==> config.mk <==
export PLATFORM = sky130hd
export DESIGN_NAME = fetch_unit
export DESIGN_NICKNAME = d
export VERILOG_FILES = /design/src/rtl/fetch_pkg.sv /design/src/rtl/fetch_pc_gen.sv /design/src/rtl/fetch_unit.sv
export SDC_FILE = /design/constraint.sdc
export NUM_CORES = 1
export LEC_CHECK = 0
export BUFFER_PORTS_ARGS = -buffer_cell sky130_fd_sc_hd__buf_4
export CAP_MARGIN = 0
export CORE_MARGIN = 4
export CORE_UTILIZATION = 40
export CTS_CLUSTER_DIAMETER = 100
export DETAILED_ROUTE_END_ITERATION = 10
export RECOVER_POWER = 25
export SKIP_CTS_REPAIR_TIMING = 1
export SLEW_MARGIN = 15
export SYNTH_ARGS = -nofsm -noshare
export SYNTH_HDL_FRONTEND = slang
export SYNTH_SLANG_ARGS = --single-unit
==> constraint.sdc <==
create_clock -name clk -period 2.39 [get_ports clk]
set_input_delay 0.239 -clock clk [delete_from_list [all_inputs] [get_ports clk]]
set_output_delay 0.239 -clock clk [all_outputs]
set_load 0.01 [all_outputs]
==> src/rtl/fetch_pkg.sv <==
// Shared types and constants for the instruction fetch stage.
package fetch_pkg;

  typedef enum logic [2:0] {
    ST_IDLE,
    ST_REQ,
    ST_WAIT,
    ST_HOLD,
    ST_FLUSH,
    ST_HALT
  } fetch_state_e;

  typedef enum logic [1:0] {
    PC_KEEP,
    PC_INC,
    PC_REDIR,
    PC_PEND
  } pc_op_e;

  localparam logic [31:0] NOP_INST = 32'h0000_000F;
  localparam logic [6:0]  OPC_HALT = 7'b1111111;
  localparam logic [31:0] PC_STEP  = 32'd4;

  function automatic logic [31:0] align_pc(input logic [31:0] pc);
    return {pc[31:2], 2'b00};
  endfunction

endpackage

==> src/rtl/fetch_pc_gen.sv <==
// Fetch PC register, pending-redirect register and next-PC selection.
module fetch_pc_gen
  import fetch_pkg::*;
#(
  parameter logic [31:0] RESET_PC = 32'h0000_0000
) (
  input  logic        clk,
  input  logic        rst_n,
  input  pc_op_e      pc_op,
  input  logic        pend_load,
  input  logic [31:0] redirect_pc,
  output logic [31:0] pc
);

  logic [31:0] pc_q;
  logic [31:0] pend_q;
  logic [31:0] pc_d;
  logic [31:0] target;

  assign target = align_pc(redirect_pc);

  always_comb begin
    pc_d = pc_q;
    case (pc_op)
      PC_INC:   pc_d = pc_q + PC_STEP;   // wraps naturally at 2^32
      PC_REDIR: pc_d = target;
      PC_PEND:  pc_d = pend_q;
      default:  pc_d = pc_q;
    endcase
  end

  always_ff @(posedge clk or negedge rst_n) begin
    if (!rst_n) begin
      pc_q   <= align_pc(RESET_PC);
      pend_q <= align_pc(RESET_PC);
    end else begin
      pc_q <= pc_d;
      if (pend_load) pend_q <= target;
    end
  end

  assign pc = pc_q;

endmodule

==> src/rtl/fetch_unit.sv <==
// Instruction fetch stage: single-outstanding imem requests, valid/ready to decode.
// Optional halt detection on opcode 1111111 is enabled by FETCH_HALT_DETECT_EN.
//
// state | meaning
// IDLE  | reset state, next cycle issues a request
// REQ   | imem_req asserted for one cycle
// WAIT  | awaiting imem_rvalid
// HOLD  | inst_valid asserted, waiting for inst_ready
// FLUSH | discarding the response of a redirected request
// HALT  | halt opcode delivered, fetch stopped until reset
module fetch_unit
  import fetch_pkg::*;
#(
  parameter logic [31:0] RESET_PC = 32'h0000_0000
) (
  input  logic        clk,
  input  logic        rst_n,
  output logic        imem_req,
  output logic [31:0] imem_addr,
  input  logic        imem_rvalid,
  input  logic [31:0] imem_rdata,
  input  logic        redirect_valid,
  input  logic [31:0] redirect_pc,
  output logic [31:0] inst,
  output logic [31:0] inst_pc,
  output logic        inst_valid,
  input  logic        inst_ready,
  output logic        halted
);

  fetch_state_e state_q, state_d;
  pc_op_e       pc_op;
  logic         pend_load;
  logic         capture;
  logic [31:0]  pc;
  logic [31:0]  inst_q;
  logic [31:0]  inst_pc_q;

  fetch_pc_gen #(.RESET_PC(RESET_PC)) u_pc_gen (
    .clk         (clk),
    .rst_n       (rst_n),
    .pc_op       (pc_op),
    .pend_load   (pend_load),
    .redirect_pc (redirect_pc),
    .pc          (pc)
  );

  always_comb begin
    state_d   = state_q;
    pc_op     = PC_KEEP;
    pend_load = 1'b0;
    capture   = 1'b0;
    case (state_q)
      ST_IDLE: begin
        state_d = ST_REQ;
        if (redirect_valid) pc_op = PC_REDIR;
      end
      ST_REQ: begin
        if (redirect_valid) begin
          pend_load = 1'b1;
          state_d   = ST_FLUSH;
        end else begin
          state_d = ST_WAIT;
        end
      end
      ST_WAIT: begin
        if (redirect_valid && imem_rvalid) begin
          pc_op   = PC_REDIR;
          state_d = ST_REQ;
        end else if (redirect_valid) begin
          pend_load = 1'b1;
          state_d   = ST_FLUSH;
        end else if (imem_rvalid) begin
          capture = 1'b1;
          state_d = ST_HOLD;
        end
      end
      ST_HOLD: begin
        if (redirect_valid) begin
          pc_op   = PC_REDIR;
          state_d = ST_REQ;
        end else if (inst_ready) begin
`ifdef FETCH_HALT_DETECT_EN
          if (inst_q[6:0] == OPC_HALT) begin
            state_d = ST_HALT;
          end else begin
            pc_op   = PC_INC;
            state_d = ST_REQ;
          end
`else
          pc_op   = PC_INC;
          state_d = ST_REQ;
`endif
        end
      end
      ST_FLUSH: begin
        // a newer redirect keeps us waiting for the same stale response
        if (redirect_valid) begin
          pend_load = 1'b1;
        end else if (imem_rvalid) begin
          pc_op   = PC_PEND;
          state_d = ST_REQ;
        end
      end
      ST_HALT: state_d = ST_HALT;
      default: state_d = ST_IDLE;
    endcase
  end

  always_ff @(posedge clk or negedge rst_n) begin
    if (!rst_n) begin
      state_q   <= ST_IDLE;
      inst_q    <= NOP_INST;
      inst_pc_q <= align_pc(RESET_PC);
    end else begin
      state_q <= state_d;
      if (capture) begin
        inst_q    <= imem_rdata;
        inst_pc_q <= pc;
      end
    end
  end

  assign imem_req   = (state_q == ST_REQ);
  assign imem_addr  = pc;
  assign inst_valid = (state_q == ST_HOLD);
  assign inst       = inst_valid ? inst_q : NOP_INST;
  assign inst_pc    = inst_pc_q;
`ifdef FETCH_HALT_DETECT_EN
  assign halted     = (state_q == ST_HALT);
`else
  assign halted     = 1'b0;
`endif

endmodule
# Word-level counts from Yosys, hierarchy flattened
# Cells that the tools add are included.
op_classes:
  n_addsub: 1
  n_reduce_logical: 5
  mux: 25
  n_eq_ne: 12
op_table:
  columns: ["cell", "count"]
  rows:
  - ["$pmux 32 s3", 1]
  - ["$add 32x3->32 const B", 1]
  - ["$mux 32", 1]
  - ["$mux 3", 8]
  - ["$pmux 3 s6", 1]
  - ["$mux 2", 5]
  - ["$pmux 2 s4", 1]
  - ["$mux 1", 7]
  - ["$eq 3x2->1 const B", 2]
  - ["$eq 3x3->1 const B", 2]
  - ["$eq 2x2->1 const B", 2]
  - ["$ne 2x2->1 const B", 2]
  - ["$ne 4x4->1 const B", 1]
  - ["$reduce_and 4->1", 1]
  - ["$eq 3x1->1 const B", 1]
  - ["$logic_not 3->1", 1]
  - ["$ne 3x2->1 const B", 1]
  - ["$reduce_bool 3->1", 1]
  - ["$eq 2x1->1 const B", 1]
  - ["$pmux 1 s2", 1]
  - ["$reduce_or 2->1", 1]
  - ["$logic_and 1x1->1", 1]
word_totals:
  in_bits: 69
  elab_cells: 48
  register_bits: 129

# Logic depth before layout (Yosys ltp)
# Gate-level depths: netlist of the first run.
depth:
  ltp_word: 5
  mapped_depth: 8

# Cells and area by module
# Synthesis of the first run repeated with hierarchy kept, for this count alone.
hier_totals:
  hier_cells: 508
  hier_area_um2: 6377.4
modules_own_cells:
  columns: ["mod", "instances", "cells_each", "area_per_inst_um2"]
  rows:
  - ["fetch_pc_gen", 1, 307, 3260.6]
  - ["fetch_unit", 1, 201, 3116.7]

# Worst setup path after synthesis of the first run
# OpenSTA, ideal clock, no wires.
synth_path:
  path_kind: "reg2reg"
  from: "register u_pc_gen.pc_q[2] (netlist: u_pc_gen.pc[2])"
  to: "register u_pc_gen.pc_q[28] (netlist: u_pc_gen.pc[28])"
  slack_ns: 0.292
  arrival_time_ns: 2.029
  setup_time_ns: 0.069
  stages_incl_launch_ff: 7
  required_time_ns: 2.321
  cell_sequence: "dfrtp_1 > ha_1 > and2_1 > nand4_1 > or4_4 > or4_1 > nand3_1"
synth_via:
  elab_chain_len: 2
synth_lines:
  columns: ["element", "line", "rtl"]
  rows:
  - ["start: declaration", "fetch_pc_gen.sv:15", "logic [31:0] pc_q;"]
  - ["start signal: assignment", "fetch_pc_gen.sv:34", "pc_q <= align_pc(RESET_PC);"]
  - ["start signal: assignment", "fetch_pc_gen.sv:37", "pc_q <= pc_d;"]
  - ["$add 32x3->32", "fetch_pc_gen.sv:25", "PC_INC: pc_d = pc_q + PC_STEP;"]
  - ["$pmux 32 s3", "fetch_pc_gen.sv:24", "case (pc_op)"]
# No other way between the ends.
# A chain may end at the register's enable or synchronous reset.

# Worst setup path in the final report of the first run
layout_path:
  from: "register u_pc_gen.pc_q[3] (netlist: u_pc_gen.pc[3])"
  to: "register u_pc_gen.pc_q[28] (netlist: u_pc_gen.pc[28])"
# The elaborated chain is that of the path after synthesis.

==> results of run 1 <==
layer usage:
metal  GRT usage [%]  share of wire [%]  vias up
li1                -                  -     2244
met1            25.7                 44     2349
met2            29.9                 47      182
met3            5.81                7.5       21
met4            6.42                1.3        0
met5               0                  0        -
cells in the mapped netlist, types with 4 or more instances:
| master | instances | area [sq um] |
|---|---|---|
| sky130_fd_sc_hd__o21ai_0 | 26 | 130 |
| sky130_fd_sc_hd__o211ai_1 | 9 | 67.6 |
| sky130_fd_sc_hd__buf_1 | 5 | 18.8 |
| sky130_fd_sc_hd__nand3_1 | 23 | 115 |
| sky130_fd_sc_hd__dfstp_2 | 4 | 105 |
| sky130_fd_sc_hd__buf_4 | 5 | 37.5 |
| sky130_fd_sc_hd__a222oi_1 | 13 | 130 |
| sky130_fd_sc_hd__clkbuf_1 | 21 | 78.8 |
| sky130_fd_sc_hd__o21a_1 | 5 | 37.5 |
| sky130_fd_sc_hd__nor3_1 | 6 | 30.0 |
| sky130_fd_sc_hd__buf_2 | 9 | 45.0 |
| sky130_fd_sc_hd__a22o_1 | 9 | 78.8 |
| sky130_fd_sc_hd__and2_1 | 29 | 181 |
| sky130_fd_sc_hd__o31ai_1 | 4 | 30.0 |
| sky130_fd_sc_hd__nor2_1 | 14 | 52.6 |
| sky130_fd_sc_hd__inv_1 | 9 | 33.8 |
| sky130_fd_sc_hd__dfrtp_1 | 121 | 3030 |
| sky130_fd_sc_hd__nand2b_1 | 8 | 50.1 |
| sky130_fd_sc_hd__or4_1 | 6 | 45.0 |
| sky130_fd_sc_hd__nand4_1 | 9 | 56.3 |
| sky130_fd_sc_hd__nand2_1 | 18 | 67.6 |
| sky130_fd_sc_hd__a22oi_1 | 13 | 97.6 |
| sky130_fd_sc_hd__a21oi_1 | 9 | 45.0 |
| sky130_fd_sc_hd__mux2_2 | 84 | 946 |
| sky130_fd_sc_hd__o2bb2ai_1 | 8 | 70.1 |
area by class of cell:
type / instances / area, sq um / area share [%]
Inverter: 9 / 33.8 / 0.426
Multi-Input combinational cell: 342 / 2600 / 32.8
Clock inverter: 1 / 5.00 / 0.0631
Tap cell: 184 / 230 / 2.90
Timing Repair Buffer: 185 / 1400 / 17.6
Sequential cell: 125 / 3130 / 39.5
Clock buffer: 30 / 534 / 6.73
flip-flops by register name (all words and copies together) (netlist names):
name             cells
inst_q              32
inst_pc             30
state_q              3
u_pc_gen.pc         30
u_pc_gen.pend_q     30
logic make-up after synthesis:
kind of cell,share of synthesized area (%)
compound gates,14.2
xor+xnor,0.148
fa+ha+maj,0.211
buf+inv,3.61
flops,52.9
mux,16.0
other cells,0.0633
simple gates,12.9
stage by stage:
stage	power (mW)	hold WS (ps)	utilization (%)	worst slack [ps]
finish	8.45	24.0	54.6	172
global route	8.95	29.0	54.6	37.3
CTS	8.53	-196	54.7	188
detailed placement	6.15	248	51.0	206
global placement	6.03	241	51.0	223
floorplan	4.89	-56.6	-	292
worst max-delay path, cell delays in order (launching register included):
cell and delay (ps):
sky130_fd_sc_hd__dfrtp_1 450, sky130_fd_sc_hd__ha_1 200, sky130_fd_sc_hd__and2_1 190, sky130_fd_sc_hd__nand4_1 170, sky130_fd_sc_hd__or4_4 580, sky130_fd_sc_hd__or4_1 480, sky130_fd_sc_hd__nand3_1 90
path summary, 6_finish.rpt:
path | start | end | slack (ps)
max | u_pc_gen.pc[3] | u_pc_gen.pc[28] | 170
min | imem_rvalid | state_q[2] | 20
max reg2reg | u_pc_gen.pc[3] | u_pc_gen.pc[28] | 170
min reg2reg | inst_pc[18] | inst_pc[18] | 480
max in group asynchronous | rst_n | u_pc_gen.pc[27] | 530
min in group asynchronous | rst_n | inst_pc[24] | 500
where the power goes:
part / switching, mW / internal, mW
registers: 0.623 / 2.82
clock network: 0.864 / 1.48
logic: 1.24 / 1.42
==> reports/qor.txt, run 1 <==
====================================================================================================
Sinks on the clock net                                                                           125
Most common cell after layout, fill and taps aside                                      sky130_fd_sc_hd__buf_4
Number of cells after detailed placement                                                         844
Share of synthesized registers carrying an async set or reset                                   100%
Highest-count cells in the layout ignoring fill and taps                                sky130_fd_sc_hd__buf_4 (180), sky130_fd_sc_hd__dfrtp_1 (121), sky130_fd_sc_hd__mux2_2 (84)
Final Non-Filler Cells                                                                           876
Number of flip-flops and latches in the synthesized netlist                                      125
Root buffer cell                                                                        sky130_fd_sc_hd__clkbuf_16
Critical-path maximum fanout                                                                       6
Floorplan die width                                                                           130 um
CTS buffer count                                                                                  17
Number of enable flip-flop cells after synthesis                                                   0
Detailed Route WL                                                                           15800 um
Initial detailed-routing violation count                                                         343
FILL cells                                                                                      1300
GPL Wtd Cong                                                                                   0.859
Antenna diodes                                                                                     0
Clock latency on the worst-skew pair                                                          420 ps
Cell Rows                                                                                         44
Final total negative setup slack                                                                0 ps
Final count of hold timing violations                                                              0
Critical path endpoint category                                                             register
Worst-margin pin slew                                                                         967 ps
Chip Height                                                                                   130 um
Clock period minus final worst setup slack                                                   2220 ps
Avg WL per Cell                                                                              18.0 um
Proportion of layout cells with a drive suffix above 1                                         43.5%
Result of the run                                                                          completed
Number of warnings reported in the yosys synthesis log                                             0
Class of the tightest hold or removal check                                                in -> reg
I/O Pins                                                                                         168
Core area                                                                                14500 sq um
Count of maximum capacitance violations                                                            0
Detailed placement HPWL                                                                     10900 um
Setup Viol. Count Final                                                                            0
First-pass GRT wire length                                                                  25000 um
Final #Nets                                                                                      750
Worst slew margin                                                                              35.5%
H-Tree Level Count                                                                                 4
Cell count after synthesis                                                                       512
Dominant synthesized flop cell                                                          sky130_fd_sc_hd__dfrtp_1
Syn avg cell area                                                                         11.6 sq um
Unrepaired setup endpoints after global routing                                                   no
Timing-limited maximum frequency                                                             451 MHz
Final period utilization                                                                       92.8%
Detailed-route vias per instance                                                                5.47
Quantity of I/O buffers inserted on ports                                                        160
Leak Pwr                                                                                     3.72 nW
Worst-case clock skew                                                                        10.4 ps
Share of synthesized area occupied by flip-flops and latches                                   52.9%
Cell Area, Placed                                                                         7410 sq um
Number of nets with antenna violations after detailed routing                                      0
CTS tree                                                                                       built
Pin count of the biggest net entering global routing                                              71
Worst Path Arrival                                                                           2570 ps
Number of global-route vias before repair                                                       4867
Required time at the worst-slack endpoint                                                    2750 ps
Syn Std Cell Area                                                                         5920 sq um
Number of antenna violations at the first check in global routing                                  0
Setup Crit Path Kind                                                                      reg -> reg
Post-detailed-route DRC marker count                                                               0
Post-Layout Inst Area                                                                     7940 sq um
Number of vias in the routed layout                                                             4796
Clock Path Buffers                                                                                 2
GRT overflow                                                                                       0
Clock-pin slew reported for the worst setup and hold paths after clock tree synthesis          50 ps
GRT Util Overall                                                                               19.2%
Number of cells on the worst reg-to-reg path                                                       6
Instance count along the most critical hold path                                                   2
Number of distinct standard cells referenced by the synthesized netlist                           54
Initial DRT Pass Iterations                                                                        5
Worst setup SP type                                                                         register
Count of pins over their slew limit                                                                0
Starting Density                                                                               40.7%
Worst voltage drop across the vdd grid                                                      0.527 mV
Cell area power density                                                                 1060 nW/um^2
Area growth from synthesis to layout                                                           34.0%
Die footprint                                                                            16800 sq um
====================================================================================================
(Power assumes the default switching activity.)
==> run 2, diff against run 1 <==
--- a/config.mk
+++ b/config.mk
@@ -8,11 +8,11 @@
 export BUFFER_PORTS_ARGS = -buffer_cell sky130_fd_sc_hd__buf_4
 export CAP_MARGIN = 0
 export CORE_MARGIN = 4
-export CORE_UTILIZATION = 40
+export CORE_UTILIZATION = 46
 export CTS_CLUSTER_DIAMETER = 100
 export DETAILED_ROUTE_END_ITERATION = 10
+export PLACE_DENSITY = 0.72
 export RECOVER_POWER = 25
-export SKIP_CTS_REPAIR_TIMING = 1
 export SLEW_MARGIN = 15
 export SYNTH_ARGS = -nofsm -noshare
 export SYNTH_HDL_FRONTEND = slang
==> run 2 against run 1 <==
Cell count shrank 1.3%. Largest power group unchanged. Highest routed layer unchanged. Worst setup slack gained 5.5 ps. Critical path depth is the same. Worst hold slack gained 0.89 ps. Count of clock-buffer cells in the layout shrank 13. Via count shrank 0.25%. Combinational power is essentially flat. Register-to-register slack is essentially flat. Non-clock buffer count is the same.
==> reports/qor.txt, run 2 (same netlist as run 1, synthesis figures left out) <==
====================================================================================================
Floorplan die width                                                                           121 um   -6.3%
Count of pins over their slew limit                                                                0   unchanged
Leak Pwr                                                                                     3.72 nW   about the same
Critical register-to-register path startpoint                                           u_pc_gen.pc[3]
Count of maximum capacitance violations                                                            0   unchanged
Number of vias in the routed layout                                                             4784   -0.25%
Detailed Route WL                                                                           15200 um   -3.9%
Core area                                                                                12600 sq um   -13%
Clock period minus final worst setup slack                                                   2210 ps   -5.50 ps
Final Power                                                                                  8.56 mW   +1.3%
Final count of hold timing violations                                                              0   unchanged
Final period utilization                                                                       92.6%   -0.23 points
Clock-pin slew reported for the worst setup and hold paths after clock tree synthesis          60 ps   about the same
Initial detailed-routing violation count                                                         378   +10%
Cell area power density                                                                 1080 nW/um^2   +1.1%
Final Non-Filler Cells                                                                           865   -1.3%
GRT overflow                                                                                       0   unchanged
Cell Rows                                                                                         41   -6.8%
Worst-margin pin slew                                                                        1210 ps   +238 ps
First-pass GRT wire length                                                                  24800 um   -0.72%
Clock latency on the worst-skew pair                                                          420 ps   about the same
FF-to-FF End                                                                            u_pc_gen.pc[28]
Cell Area, Placed                                                                         7390 sq um   -0.20%
Number of cells after detailed placement                                                         832   -1.4%
Most common cell after layout, fill and taps aside                                      sky130_fd_sc_hd__buf_4
GRT Util Overall                                                                               21.4%   +2.2 points
Number of global-route vias before repair                                                       4910   +0.88%
Detailed placement HPWL                                                                     10600 um   -3.5%
I/O Pins                                                                                         168   unchanged
Post-CTS setup buffer count                                                                        0
CTS buffer count                                                                                  17   unchanged
Root buffer cell                                                                        sky130_fd_sc_hd__clkbuf_16
Critical-path maximum fanout                                                                       6   unchanged
GPL Wtd Cong                                                                                   0.821   -4.4%
Starting Density                                                                               46.9%   +6.2 points
Die footprint                                                                            14800 sq um   -12%
Instance count along the most critical hold path                                                   2   unchanged
CTS tree                                                                                       built
Number of cells on the worst reg-to-reg path                                                       6   unchanged
Slowest stage cell, crit path                                                           sky130_fd_sc_hd__or4_4
Clock Path Buffers                                                                                 2   unchanged
Final #Nets                                                                                      750   unchanged
Required time at the worst-slack endpoint                                                    2740 ps   about the same
Setup Viol. Count Final                                                                            0   unchanged
Post-detailed-route DRC marker count                                                               0   unchanged
H-Tree Level Count                                                                                 4   unchanged
Number of antenna violations at the first check in global routing                                  0   unchanged
Final design utilization                                                                       63.0%   +8.4 points
Register name with the most flops                                                             inst_q
Critical path cell sequence                                                             ha_1 > and2_1 > nand4_1 > or4_4 > or4_1 > nand3_1
Worst slew margin                                                                              19.7%   -16 points
Worst setup SP type                                                                         register
Quantity of I/O buffers inserted on ports                                                        160   unchanged
Proportion of layout cells with a drive suffix above 1                                         44.7%   +1.2 points
FILL cells                                                                                      1036   -20%
Post-Layout Inst Area                                                                     7960 sq um   +0.25%
Detailed-route vias per instance                                                                5.53   +1.0%
Number of nets with antenna violations after detailed routing                                      0   unchanged
Initial DRT Pass Iterations                                                                        6   +1
Worst Path Arrival                                                                           2570 ps   about the same
Worst voltage drop across the vdd grid                                                      0.609 mV   +15%
Area growth from synthesis to layout                                                           34.4%
Startpoint of the worst hold path                                                        imem_rvalid
Chip Height                                                                                   121 um   -6.3%
Setup slack, reg-to-reg                                                                       180 ps   about the same
CP max stage delay                                                                            570 ps   about the same
Timing-limited maximum frequency                                                             452 MHz   +0.25%
Sinks on the clock net                                                                           125   unchanged
Pin count of the biggest net entering global routing                                              71   unchanged
Worst min-delay path endpoint                                                             state_q[2]
Result of the run                                                                          completed
Avg WL per Cell                                                                              17.5 um   -2.6%
Number of flip-flops under the largest register name                                              32   unchanged
Highest-count cells in the layout ignoring fill and taps                                sky130_fd_sc_hd__buf_4 (180), sky130_fd_sc_hd__dfrtp_1 (121), sky130_fd_sc_hd__mux2_2 (84)
Critical path endpoint category                                                             register
Setup Crit Path Kind                                                                      reg -> reg
Class of the tightest hold or removal check                                                in -> reg
Antenna diodes                                                                                     0   unchanged
Worst-case clock skew                                                                        6.22 ps   -4.19 ps
====================================================================================================
-- run 2: cell types whose count changed in the layout (fill, tap and decap cells not counted), sizes merged --
cell and change:
buf +1, clkinv +5, clkinvlp +7, bufinv +2
clkbuf -14
-- run 2: per-layer routing --
layer	vias to the layer above	GRT usage (%)	wire, um
met5	-	0	0
met4	0	7.35	255
met3	20	6.25	1290
met2	185	33.5	7240
met1	2338	28.5	6380
li1	2241	-	-
-- run 2: worst max path at each step --
stage | end | slack [ps] | cells after the start | from
finish | u_pc_gen.pc[28] | 180 | 6 | u_pc_gen.pc[3]
floorplan | u_pc_gen.pc[28] | 290 | 6 | u_pc_gen.pc[2]
CTS | u_pc_gen.pc[13] | 170 | 6 | state_q[2]
global route | u_pc_gen.pc[26] | -7 | 6 | state_q[2]
detailed placement | u_pc_gen.pc[13] | 210 | 6 | state_q[2]
global placement | u_pc_gen.pc[28] | 230 | 6 | u_pc_gen.pc[3]
-- run 2: through the flow --
step                      hold WS [ps]  setup TNS, ps  setup slack (ps)
after floorplan                  -56.6              0               292
after global placement             299              0               234
after detailed placement           313              0               208
after CTS                         5.42              0               167
after global routing              13.7          -7.08             -7.08
final                             24.9              0               178
-- run 2: worst max-delay path: cells and delay by family, from the launching register on --
kind	cells	cell delay, ps
adders and majority gates	1	200
DFF	1	430
and+or+nand+nor	5	1520
-- run 2: power breakdown --
part | switching (mW) | internal [mW]
sequential | 0.598 | 2.82
clock | 0.943 | 1.52
combinational | 1.26 | 1.42
total | 2.80 | 5.76
-- run 2: cell type report --
| type | instances | area [sq um] | share of cell area [%] |
|---|---|---|---|
| flip-flops and latches | 125 | 3130 | 39.4 |
| multi-input cells | 342 | 2600 | 32.7 |
| repair buffers | 185 | 1400 | 17.5 |
| clock buffers | 17 | 425 | 5.35 |
| well taps | 172 | 215 | 2.70 |
| clock inverters | 15 | 150 | 1.89 |
| inverters | 9 | 33.8 | 0.425 |
-- run 2: timing repair --
item | in CTS | in global routing
endpoints found under the setup margin | 0 | 4
hold buffers | 1 | 0
gates resized for setup | 0 | 1
hold endpoints to repair | 45 | 0
